`src/rtl/spi_xfer_sequencer_if.sv`:
```
// Signal bundle between the SPI_CNT register logic, the TX/RX block buffers,
// the SPI pins and the transfer sequencer.
interface spi_xfer_sequencer_if #(
   parameter int unsigned BUF_ADDR_W = 9,
   parameter int unsigned DIV_W      = 3
);
   logic                  Start;
   logic                  Abort;
   logic [1:0]            Mode;
   logic [BUF_ADDR_W-1:0] Length;
   logic [DIV_W-1:0]      ClkDiv;
   logic                  Busy;
   logic                  Done;
   logic [BUF_ADDR_W-1:0] TxBufAddr;
   logic                  TxBufRe;
   logic [7:0]            TxBufData;
   logic [BUF_ADDR_W-1:0] RxBufAddr;
   logic                  RxBufWe;
   logic [7:0]            RxBufData;
   logic                  SPIClk;
   logic                  SPIDo;
   logic                  SPIDi;

   modport master (
      output Start, Abort, Mode, Length, ClkDiv, TxBufData, SPIDi,
      input  Busy, Done, TxBufAddr, TxBufRe, RxBufAddr, RxBufWe, RxBufData, SPIClk, SPIDo
   );

   modport slave (
      input  Start, Abort, Mode, Length, ClkDiv, TxBufData, SPIDi,
      output Busy, Done, TxBufAddr, TxBufRe, RxBufAddr, RxBufWe, RxBufData, SPIClk, SPIDo
   );
endinterface

```
`src/rtl/spi_xfer_sequencer.sv`:
```
// Multi-byte SPI mode-0 transfer sequencer: fetches TX bytes, shifts them MSB
// first while capturing SPIDi, and writes the received bytes to the RX buffer.
module spi_xfer_sequencer #(
   parameter int unsigned BUF_ADDR_W = 9,
   parameter int unsigned DIV_W      = 3
) (
   input logic                   FastClk,
   input logic                   Reset,
   spi_xfer_sequencer_if.slave   bus
);

   typedef enum logic [1:0] {
      S_IDLE,
      S_LOAD,
      S_SHIFT,
      S_STORE
   } state_t;

   state_t                state;
   logic [1:0]            mode_l;
   logic [BUF_ADDR_W-1:0] len_l;
   logic [DIV_W-1:0]      div_l;
   logic [BUF_ADDR_W-1:0] idx;
   logic [DIV_W-1:0]      dcnt;
   logic [3:0]            hcnt;
   logic [7:0]            sr;
   logic                  rx_bit;
   logic                  first_cyc;
   logic                  spido_q;

   logic                  busy_q;
   logic                  done_q;
   logic                  tx_re_q;
   logic [BUF_ADDR_W-1:0] tx_addr_q;
   logic                  rx_we_q;
   logic [BUF_ADDR_W-1:0] rx_addr_q;
   logic [7:0]            rx_data_q;
   logic                  spiclk_q;

   logic                  rx_only;
   logic                  tx_only;
   logic [7:0]            load_byte;
   logic                  half_end;
   logic                  in_bit;
   logic [7:0]            sr_shift;

   always_comb begin
      rx_only   = (mode_l == 2'd1);
      tx_only   = (mode_l == 2'd0);
      load_byte = rx_only ? 8'hFF : bus.TxBufData;
      half_end  = (dcnt == div_l);
      // With a one-cycle half the sampling cycle is also the shift cycle.
      in_bit    = (dcnt == '0) ? bus.SPIDi : rx_bit;
      sr_shift  = {sr[6:0], in_bit};
   end

   always_ff @(posedge FastClk) begin
      if (Reset) begin
         state     <= S_IDLE;
         mode_l    <= '0;
         len_l     <= '0;
         div_l     <= '0;
         idx       <= '0;
         dcnt      <= '0;
         hcnt      <= '0;
         sr        <= '0;
         rx_bit    <= 1'b0;
         first_cyc <= 1'b0;
         spido_q   <= 1'b1;
         busy_q    <= 1'b0;
         done_q    <= 1'b0;
         tx_re_q   <= 1'b0;
         tx_addr_q <= '0;
         rx_we_q   <= 1'b0;
         rx_addr_q <= '0;
         rx_data_q <= '0;
         spiclk_q  <= 1'b0;
      end else if (bus.Abort) begin
         state     <= S_IDLE;
         first_cyc <= 1'b0;
         spido_q   <= 1'b1;
         busy_q    <= 1'b0;
         done_q    <= 1'b0;
         tx_re_q   <= 1'b0;
         rx_we_q   <= 1'b0;
         spiclk_q  <= 1'b0;
      end else begin
         done_q    <= 1'b0;
         tx_re_q   <= 1'b0;
         rx_we_q   <= 1'b0;
         first_cyc <= 1'b0;
         case (state)
            S_IDLE: begin
               if (bus.Start) begin
                  mode_l    <= bus.Mode;
                  len_l     <= bus.Length;
                  div_l     <= bus.ClkDiv;
                  idx       <= '0;
                  busy_q    <= 1'b1;
                  tx_re_q   <= (bus.Mode != 2'd1);
                  tx_addr_q <= '0;
                  state     <= S_LOAD;
               end
            end
            S_LOAD: begin
               hcnt      <= '0;
               dcnt      <= '0;
               spiclk_q  <= 1'b0;
               first_cyc <= 1'b1;
               state     <= S_SHIFT;
            end
            S_SHIFT: begin
               // Buffer read data arrives on the first SHIFT cycle; SPIDo
               // bypasses it combinationally until the register holds it.
               if (first_cyc) begin
                  sr      <= load_byte;
                  spido_q <= load_byte[7];
               end
               if (hcnt[0] && (dcnt == '0))
                  rx_bit <= bus.SPIDi;
               if (half_end) begin
                  dcnt <= '0;
                  if (hcnt[0]) begin
                     sr <= sr_shift;
                     if (hcnt != 4'd15)
                        spido_q <= sr_shift[7];
                  end
                  if (hcnt == 4'd15) begin
                     spiclk_q  <= 1'b0;
                     rx_we_q   <= !tx_only;
                     rx_addr_q <= idx;
                     rx_data_q <= sr_shift;
                     state     <= S_STORE;
                  end else begin
                     hcnt     <= hcnt + 4'd1;
                     spiclk_q <= ~hcnt[0];
                  end
               end else begin
                  dcnt <= dcnt + 1'b1;
               end
            end
            S_STORE: begin
               if (idx == len_l) begin
                  busy_q  <= 1'b0;
                  done_q  <= 1'b1;
                  spido_q <= 1'b1;
                  state   <= S_IDLE;
               end else begin
                  idx       <= idx + 1'b1;
                  tx_re_q   <= !rx_only;
                  tx_addr_q <= idx + 1'b1;
                  state     <= S_LOAD;
               end
            end
            default: state <= S_IDLE;
         endcase
      end
   end

   assign bus.Busy      = busy_q;
   assign bus.Done      = done_q;
   assign bus.TxBufRe   = tx_re_q;
   assign bus.TxBufAddr = tx_addr_q;
   assign bus.RxBufWe   = rx_we_q;
   assign bus.RxBufAddr = rx_addr_q;
   assign bus.RxBufData = rx_data_q;
   assign bus.SPIClk    = spiclk_q;
   assign bus.SPIDo     = first_cyc ? load_byte[7] : spido_q;

endmodule

```
`src/flat_wrapper.sv`:
```
// flat-port wrapper written by rule: the top's interface ports become plain ports
module spi_xfer_sequencer_flat 
#(
   parameter int unsigned BUF_ADDR_W = 9,
   parameter int unsigned DIV_W      = 3
)
  (FastClk, Reset, bus_Start, bus_Abort, bus_Mode, bus_Length, bus_ClkDiv, bus_TxBufData, bus_SPIDi, bus_Busy, bus_Done, bus_TxBufAddr, bus_TxBufRe, bus_RxBufAddr, bus_RxBufWe, bus_RxBufData, bus_SPIClk, bus_SPIDo);
  spi_xfer_sequencer_if #(.BUF_ADDR_W(BUF_ADDR_W), .DIV_W(DIV_W)) bus_i ();
  input logic FastClk;
  input logic Reset;
  input wire logic [$bits(bus_i.Start)-1:0] bus_Start;
  input wire logic [$bits(bus_i.Abort)-1:0] bus_Abort;
  input wire logic [$bits(bus_i.Mode)-1:0] bus_Mode;
  input wire logic [$bits(bus_i.Length)-1:0] bus_Length;
  input wire logic [$bits(bus_i.ClkDiv)-1:0] bus_ClkDiv;
  input wire logic [$bits(bus_i.TxBufData)-1:0] bus_TxBufData;
  input wire logic [$bits(bus_i.SPIDi)-1:0] bus_SPIDi;
  output wire logic [$bits(bus_i.Busy)-1:0] bus_Busy;
  output wire logic [$bits(bus_i.Done)-1:0] bus_Done;
  output wire logic [$bits(bus_i.TxBufAddr)-1:0] bus_TxBufAddr;
  output wire logic [$bits(bus_i.TxBufRe)-1:0] bus_TxBufRe;
  output wire logic [$bits(bus_i.RxBufAddr)-1:0] bus_RxBufAddr;
  output wire logic [$bits(bus_i.RxBufWe)-1:0] bus_RxBufWe;
  output wire logic [$bits(bus_i.RxBufData)-1:0] bus_RxBufData;
  output wire logic [$bits(bus_i.SPIClk)-1:0] bus_SPIClk;
  output wire logic [$bits(bus_i.SPIDo)-1:0] bus_SPIDo;
  assign bus_i.Start = bus_Start;
  assign bus_i.Abort = bus_Abort;
  assign bus_i.Mode = bus_Mode;
  assign bus_i.Length = bus_Length;
  assign bus_i.ClkDiv = bus_ClkDiv;
  assign bus_i.TxBufData = bus_TxBufData;
  assign bus_i.SPIDi = bus_SPIDi;
  assign bus_Busy = bus_i.Busy;
  assign bus_Done = bus_i.Done;
  assign bus_TxBufAddr = bus_i.TxBufAddr;
  assign bus_TxBufRe = bus_i.TxBufRe;
  assign bus_RxBufAddr = bus_i.RxBufAddr;
  assign bus_RxBufWe = bus_i.RxBufWe;
  assign bus_RxBufData = bus_i.RxBufData;
  assign bus_SPIClk = bus_i.SPIClk;
  assign bus_SPIDo = bus_i.SPIDo;
  spi_xfer_sequencer #(.BUF_ADDR_W(BUF_ADDR_W), .DIV_W(DIV_W)) u_core (.FastClk(FastClk), .Reset(Reset), .bus(bus_i));
endmodule
```
`config.mk`:
```
export PLATFORM = sky130hd
export DESIGN_NAME = spi_xfer_sequencer_flat
export DESIGN_NICKNAME = d
export VERILOG_FILES = /design/src/rtl/spi_xfer_sequencer_if.sv /design/src/rtl/spi_xfer_sequencer.sv /design/src/flat_wrapper.sv
export SDC_FILE = /design/constraint.sdc
export NUM_CORES = 1
export LEC_CHECK = 0
export CAP_MARGIN = 20
export CORE_AREA = 10 10 97 99
export CTS_CLUSTER_DIAMETER = 60
export DETAILED_ROUTE_END_ITERATION = 7
export DIE_AREA = 0 0 107 109
export PLACE_DENSITY = 0.73
export REMOVE_ABC_BUFFERS = 1
export SLEW_MARGIN = 40
export SYNTH_ARGS = -nofsm -noshare
export SYNTH_HDL_FRONTEND = slang
export SYNTH_SLANG_ARGS = --single-unit
export TNS_END_PERCENT = 50
```
`constraint.sdc`:
```
create_clock -name FastClk -period 6.3 [get_ports FastClk]
set_input_delay 0.63 -clock FastClk [delete_from_list [all_inputs] [get_ports FastClk]]
set_output_delay 0.63 -clock FastClk [all_outputs]
set_load 0.01 [all_outputs]
```
==> impl_metrics.py, run 1 <==
metrics = {
    "synth": {
        "synth_edf_count": 0,
        "syn_inst": 368,
        "ys_seq_elements": 64,
        "synth_warnings": 0,
        "ys.flop_type": "dfxtp_1",
        "netlist_area_sq_mm": 0.002935,
        "async_reset_ff_frac": 0,
        "syn_area_per_cell_sq_um": 7.976,
        "ys_seq_area_frac": 0.4365,
        "synth_cell_types": 45,
    },
    "setup_path": {
        "cp_num_buf_inv": 1,
        "cp_cell_sequence": "nor2b_1 -> nor2_1 -> a21oi_1 -> clkdlybuf4s50_1",
        "r2r_cells": 6,
        "crit_family": "simple AND/OR/NAND/NOR gates",
        "crit_required_ns": 5.67,
        "r2r_end": "u_core.bus.TxBufAddr[6]$_SDFFE_PP0P_",
        "r2r_setup_slack_ns": 4.02,
        "cp_max_fo": 9,
        "r2r-start": "u_core.state[0]$_SDFFE_PP0P_",
        "arrival_ns": 2.18,
        "cp_slowest_stage_delay_ns": 0.60,
        "start_kind": "register",
        "crit_path_end_kind": "output port",
        "critPathKind": "reg -> out",
        "crit_path_top_delay_cell": "clkdlybuf4s50_1",
    },
    "floorplan": {
        "io_pins": 59,
        "rows": 32,
        "die_x_microns": 107,
        "die-area_sq_mm": 0.01166,
        "initial_core_util": 0.3900,
        "core_area_sq_mm": 0.007527,
        "die_y_microns": 109,
    },
    "worst_hold_path": {
        "holdPathStages": 2,
        "min_to": "u_core.bus.RxBufData[6]$_SDFFE_PP0P_",
        "hp-start": "u_core.bus.RxBufData[6]$_SDFFE_PP0P_",
        "hp-class": "reg -> reg",
    },
    "grt": {
        "grt_start_max_net_pins": 48,
        "grt_pass1_vias": 2609,
        "antenna_found_initial": 0,
        "grt_pass1_wl_mm": 12.50,
        "use_met3": 0.04484,
        "gr-total-overflow": 0,
        "grt_use_met2": 0.2006,
        "use_met1": 0.1608,
        "track_usage": 0.1309,
        "grt-busiest-layer": "met2",
    },
    "timing": {
        "fmax_mhz": 356.0,
        "relSlewSlack": 0.4925,
        "finalSetupViolations": 0,
        "tightest_slew_ns": 0.7554,
        "period_minus_slack_ns": 2.809,
        "fin_tns_setup_ns": 0,
        "clock_skew_ns": 0.008414,
        "report.final.slew_viol_count": 0,
        "fin_crit_sh": 0.4459,
        "rsz0062_at_grt": "no",
        "hold_violations": 0,
    },
    "power": {
        "vdd_drop_max_v": 0.0001068,
        "powerDensity_mw_per_mm2": 219.7,
        "p_leak_nw": 1.346,
    },
    "routing": {
        "vias": 2697,
        "ant_nets": 0,
        "first_iter_violations": 195,
        "drt-pass1-iter-count": 5,
        "wl_per_cell_microns": 14.13,
        "drc_errors": 0,
        "drt-total-wl_mm": 7.449,
        "via_per_inst": 5.118,
    },
    "clocking": {
        "numClockSinks": 64,
        "cts_setup_buffers": 0,
        "cts-htree-levels": 3,
        "cts_hold_buf": 0,
        "cts_resized": 0,
        "cts_tree": "yes",
        "clockBufferDepth": 2,
        "cts_root_buf": "clkbuf_8",
        "cts.clk_slew.worst_paths_ns": 0.07,
        "clkLatencyLatePin_ns": 0.34,
        "cts_buffers": 9,
    },
    "final_layout": {
        "syn_to_final_growth_pct": 27.96,
        "diodes": 0,
        "fin_util": 0.4990,
        "fin_nets": 455,
        "drive_gt1_frac": 0.05647,
    },
    "placement": {
        "port-buffer-count": 58,
        "hpwl_mm": 5.592,
        "gp_congestion": 0.8762,
    },
    "status": {
        "status": "finished clean",
    },
    "run": {
        "cap_viol_max_count": 0,
    },
}
==> synthesized netlist by cell type (all sizes together) (2+ instances only) <==
cell type	n	area (sq um)
nand2	83	311.6
dfxtp	64	1281
a21oi	46	230.2
nor2	18	67.56
o21ai	18	90.09
nand3	12	60.06
inv	11	41.29
xor2	11	96.34
clkbuf	10	37.54
buf	9	55.05
nor3	9	45.04
ha	8	100.1
a31oi	7	43.79
nor2b	7	43.79
nand4	6	37.54
or3	6	42.54
xnor2	5	43.79
and3	4	26.28
nand2b	4	25.02
o41ai	3	26.28
or2	3	18.77
or4	3	22.52
and2	2	12.51
and4	2	20.02
mux2i	2	20.02
nor4	2	27.53
o31ai	2	15.01
o32ai	2	17.52
==> how the worst max path moves through the flow <==
| stage | from | endpoint | cells past startpoint |
|---|---|---|---|
| 6_report | u_core.mode_l[0]$_SDFFE_PP0P_ | bus_SPIDo | 4 |
| 2_1_floorplan | u_core.state[0]$_SDFFE_PP0P_ | u_core.bus.TxBufAddr[8]$_SDFFE_PP0P_ | 6 |
| 5_1_grt | u_core.mode_l[0]$_SDFFE_PP0P_ | bus_SPIDo | 4 |
| 4_1_cts | u_core.mode_l[0]$_SDFFE_PP0P_ | bus_SPIDo | 4 |
| 3_5_place_dp | bus_Abort | u_core.bus.RxBufAddr[8]$_SDFFE_PP0P_ | 5 |
| 3_3_place_gp | bus_Abort | u_core.bus.RxBufData[0]$_SDFFE_PP0P_ | 5 |
==> state kept, by name (all words and copies together), names as in the netlist, 2 cells and up <==
signal / flops
u_core.bus.RxBufAddr: 9
u_core.bus.TxBufAddr: 9
u_core.len_l: 9
u_core.bus.RxBufData: 8
u_core.sr: 7
u_core.hcnt: 4
u_core.dcnt: 3
u_core.div_l: 3
u_core.mode_l: 2
u_core.state: 2
==> cell type report <==
type,instances,area [sq um]
fillers,760,3771
clock buffers,10,127.6
well taps,102,127.6
inverters,11,41.29
repair buffers,60,595.6
clock inverters,6,60.06
flip-flops and latches,64,1281
multi-input cells,274,1523
==> worst min-delay path, stage by stage (launching register included) <==
cell and delay (ns):
dfxtp_1 0.31, nand2_1 0.05, a21oi_1 0.05
==> layer usage <==
metal / share of wire / vias up
met1: 0.47 / 1250
li1: - / 1365
met5: 0 / -
met2: 0.45 / 72
met4: 0.014 / 0
met3: 0.070 / 10
==> cells by family after synthesis <==
| logic type | after synthesis | share of synthesized area |
|---|---|---|
| AO/OA/AOI/OAI | 84 | 0.1607 |
| flip-flops | 64 | 0.4365 |
| XOR/XNOR | 16 | 0.04774 |
| AND/OR/NAND/NOR | 164 | 0.2685 |
| adder cells (fa/ha/maj) | 8 | 0.03410 |
| multiplexers | 2 | 0.006820 |
| buffers and inverters | 30 | 0.04561 |
==> layout by cell type (no fill, tap or decap), types with 2 or more instances in the layout <==
cell type | netlist | routed
nand2b_1 | 4 | 4
o41ai_1 | 3 | 3
clkinv_2 | 0 | 3
and2_1 | 2 | 2
xor2_1 | 11 | 11
clkinvlp_4 | 0 | 2
or3_1 | 5 | 5
dfxtp_1 | 64 | 64
clkdlybuf4s50_1 | 0 | 58
nand3_1 | 12 | 12
nand4_1 | 6 | 6
xnor2_1 | 5 | 5
a21oi_1 | 46 | 46
o32ai_1 | 2 | 2
buf_4 | 0 | 2
nand2_1 | 83 | 83
nor2_1 | 18 | 17
nor3_1 | 9 | 9
mux2i_1 | 2 | 2
ha_1 | 8 | 8
o31ai_1 | 2 | 2
a31oi_1 | 7 | 7
and3_1 | 3 | 3
or2_2 | 2 | 2
clkbuf_8 | 0 | 9
o21ai_1 | 2 | 2
or4_1 | 3 | 3
nor2b_1 | 7 | 7
inv_1 | 11 | 11
o21ai_0 | 16 | 16
==> metrics by stage <==
stage	hold slack (ns)	worst slack, ns	total power [mW]	std cells	area [sq um]
final	0.4537	3.491	0.8254	527	3756
after global routing	0.4775	3.363	0.8617	527	3756
after CTS	0.4566	3.467	0.8313	527	3754
after detailed placement	0.4468	3.462	0.4937	511	3566
after global placement	0.4433	3.566	0.4924	511	3566
after floorplan	0.4391	4.222	0.4582	349	2843
==> power by group <==
group	switching (mW)	total, mW	leakage, nW	internal, mW
Combinational	0.0379	0.0701	0.736	0.0322
Clock	0.160	0.340	0.0920	0.181
Sequential	0.00455	0.415	0.517	0.410
Total	0.202	0.825	1.35	0.623
(Power assumes the default switching activity.)
==> run 2, diff against run 1 <==
--- a/config.mk
+++ b/config.mk
@@ -10,7 +10,7 @@
 export CTS_CLUSTER_DIAMETER = 60
 export DETAILED_ROUTE_END_ITERATION = 7
 export DIE_AREA = 0 0 107 109
-export PLACE_DENSITY = 0.73
+export PLACE_DENSITY = 0.75
 export REMOVE_ABC_BUFFERS = 1
 export SLEW_MARGIN = 40
 export SYNTH_ARGS = -nofsm -noshare
==> constraint.sdc (replaced) <==
create_clock -name FastClk -period 2.45 [get_ports FastClk]
set_input_delay 0.245 -clock FastClk [delete_from_list [all_inputs] [get_ports FastClk]]
set_output_delay 0.245 -clock FastClk [all_outputs]
set_load 0.01 [all_outputs]
==> run 2 against run 1 <==
  * Die area stayed put
  * Clock skew is 0.0030 ns lower
  * Combinational power grew to 2.7 times the previous value
  * Worst hold slack worse by 0.011 ns
  * Critical path depth is 3 higher
  * Flip-flop and latch count stayed put
  * Critical path type is now reg -> reg
  * Register-to-register slack worse by 3.8 ns
  * Non-clock buffer count is 8 higher
  * Core utilization is 0.75 points higher
  * Clock power is 140% higher
==> impl_metrics.py, run 2 (synthesis gave the netlist of run 1 again) <==
metrics = {
    "routing": {
        "drt-pass1-iter-count": 4,
        "ant_nets": 0,
        "vias": 2720,
        "via_per_inst": 5.084,
        "wl_per_cell_microns": 14.05,
        "first_iter_violations": 215,
        "drt-total-wl_mm": 7.517,
        "drc_errors": 0,
    },
    "final_layout": {
        "layout_commonest_cell": "nand2_1",
        "layout_common_cells": "nand2_1 (83), dfxtp_1 (64), clkdlybuf4s50_1 (58), a21oi_1 (46), nor2_1 (17)",
        "nFillCells": 750,
        "instances_no_fill": 535,
        "fin_util": 0.5065,
        "fin_nets": 463,
        "drive_gt1_frac": 0.07390,
        "fin_area_sq_mm": 0.003812,
        "diodes": 0,
        "syn_to_final_growth_pct": 29.88,
    },
    "placement": {
        "port-buffer-count": 58,
        "placed_area_sq_mm": 0.003628,
        "gp_congestion": 0.8962,
        "hpwl_mm": 5.662,
        "placed_cells": 519,
    },
    "floorplan": {
        "core_area_sq_mm": 0.007527,
        "die_y_microns": 109,
        "die-area_sq_mm": 0.01166,
        "initial_core_util": 0.3900,
        "rows": 32,
        "io_pins": 59,
        "die_x_microns": 107,
    },
    "setup_path": {
        "crit_required_ns": 2.75,
        "r2r-start": "u_core.state[0]$_SDFFE_PP0P_",
        "r2r_end": "u_core.bus.TxBufAddr[8]$_SDFFE_PP0P_",
        "critPathKind": "reg -> reg",
        "arrival_ns": 2.55,
        "r2r_setup_slack_ns": 0.20,
        "start_kind": "register",
        "crit_path_end_kind": "register",
        "cp_max_fo": 6,
        "r2r_cells": 7,
        "critPathCapture": "u_core.bus.TxBufAddr[8]$_SDFFE_PP0P_",
        "crit_start": "u_core.state[0]$_SDFFE_PP0P_",
    },
    "timing": {
        "tightest_slew_ns": 0.5785,
        "fin_tns_setup_ns": 0,
        "whs_ns": 0.4423,
        "relSlewSlack": 0.6118,
        "period_minus_slack_ns": 2.254,
        "fin_crit_sh": 0.9201,
        "hold_violations": 0,
        "finalSetupViolations": 0,
        "fmax_mhz": 443.6,
        "rsz0062_at_grt": "no",
        "clock_skew_ns": 0.005371,
        "report.final.slew_viol_count": 0,
    },
    "clocking": {
        "cts-htree-levels": 3,
        "cts_root_buf": "clkbuf_8",
        "cts_buffers": 9,
        "cts_hold_buf": 0,
        "clockBufferDepth": 2,
        "cts_setup_buffers": 0,
        "cts_resized": 0,
        "numClockSinks": 64,
        "cts.clk_slew.worst_paths_ns": 0.07,
        "cts_tree": "yes",
        "clkLatencyLatePin_ns": 0.35,
    },
    "grt": {
        "grt_start_max_net_pins": 46,
        "gr-total-overflow": 0,
        "track_usage": 0.1350,
        "antenna_found_initial": 0,
        "grt_pass1_wl_mm": 12.67,
        "grt_pass1_vias": 2657,
    },
    "power": {
        "p_clk_frac": 0.398,
        "sw_frac_of_total": 0.2382,
        "p_comb_frac": 0.090,
        "vdd_drop_max_v": 0.0002918,
        "power.switching_mw": 0.4970,
        "intPower_mw": 1.590,
        "pwr-share-seq": 0.512,
        "p_leak_nw": 1.393,
        "powerDensity_mw_per_mm2": 547.4,
    },
    "status": {
        "status": "finished clean",
    },
    "run": {
        "cap_viol_max_count": 0,
    },
    "worst_hold_path": {
        "hp-class": "in -> reg",
        "holdPathStages": 3,
    },
}
-- run 2: how the worst min path moves through the flow --
| stage | from | endpoint | slack (ns) |
|---|---|---|---|
| after global placement | u_core.bus.RxBufData[3]$_SDFFE_PP0P_ | u_core.bus.RxBufData[3]$_SDFFE_PP0P_ | 0.44 |
| final | bus_Length[4] | u_core.len_l[4]$_SDFFE_PP0P_ | 0.44 |
| after global routing | bus_ClkDiv[2] | u_core.div_l[2]$_SDFFE_PP0P_ | 0.45 |
| after CTS | bus_Length[4] | u_core.len_l[4]$_SDFFE_PP0P_ | 0.42 |
| after detailed placement | u_core.bus.RxBufData[4]$_SDFFE_PP0P_ | u_core.bus.RxBufData[4]$_SDFFE_PP0P_ | 0.45 |
| after floorplan | Reset | u_core.bus.RxBufAddr[0]$_SDFFE_PP0P_ | 0.31 |
-- run 2: metrics by stage --
step | total power [mW] | setup slack [ns]
finish | 2.087 | 0.1957
global route | 2.181 | 0.1003
global placement | 1.272 | 0.3222
detailed placement | 1.278 | 0.2401
floorplan | 1.178 | 0.3716
CTS | 2.114 | 0.2308
-- run 2: critical path, stage by stage (launching register included) --
cell and delay [ns]:
dfxtp_1 0.39, inv_1 0.11, ha_1 0.27, nor2b_1 0.19, or3_4 0.36, or3_1 0.40
or4_1 0.40, nand2_1 0.07
-- run 2: per-layer routing --
layer  vias up  global-route usage  part of all wire
li1       1396                   -                 -
met2        84              0.2041              0.43
met3        13             0.04838             0.083
met1      1227              0.1650              0.46
met5         -                   0                 0
met4         0             0.07253             0.025
-- run 2: power groups by stage --
stage | registers (mW) | clock network [mW] | logic (mW)
3_3_place_gp | 1.09 | 0 | 0.182
5_1_grt | 1.07 | 0.904 | 0.208
4_1_cts | 1.07 | 0.859 | 0.188
3_5_place_dp | 1.09 | 0 | 0.187
2_1_floorplan | 1.09 | 0 | 0.0892
6_report | 1.07 | 0.830 | 0.189
-- run 2: cell type report --
type                    instances  area [sq um]  share of cell area
clock buffers                  13         168.9             0.04431
flip-flops and latches         64          1281              0.3361
repair buffers                 68         655.6              0.1720
multi-input cells             274          1523              0.3994
inverters                      11         41.29             0.01083
well taps                     102         127.6             0.03348
clock inverters                 3         15.01            0.003938
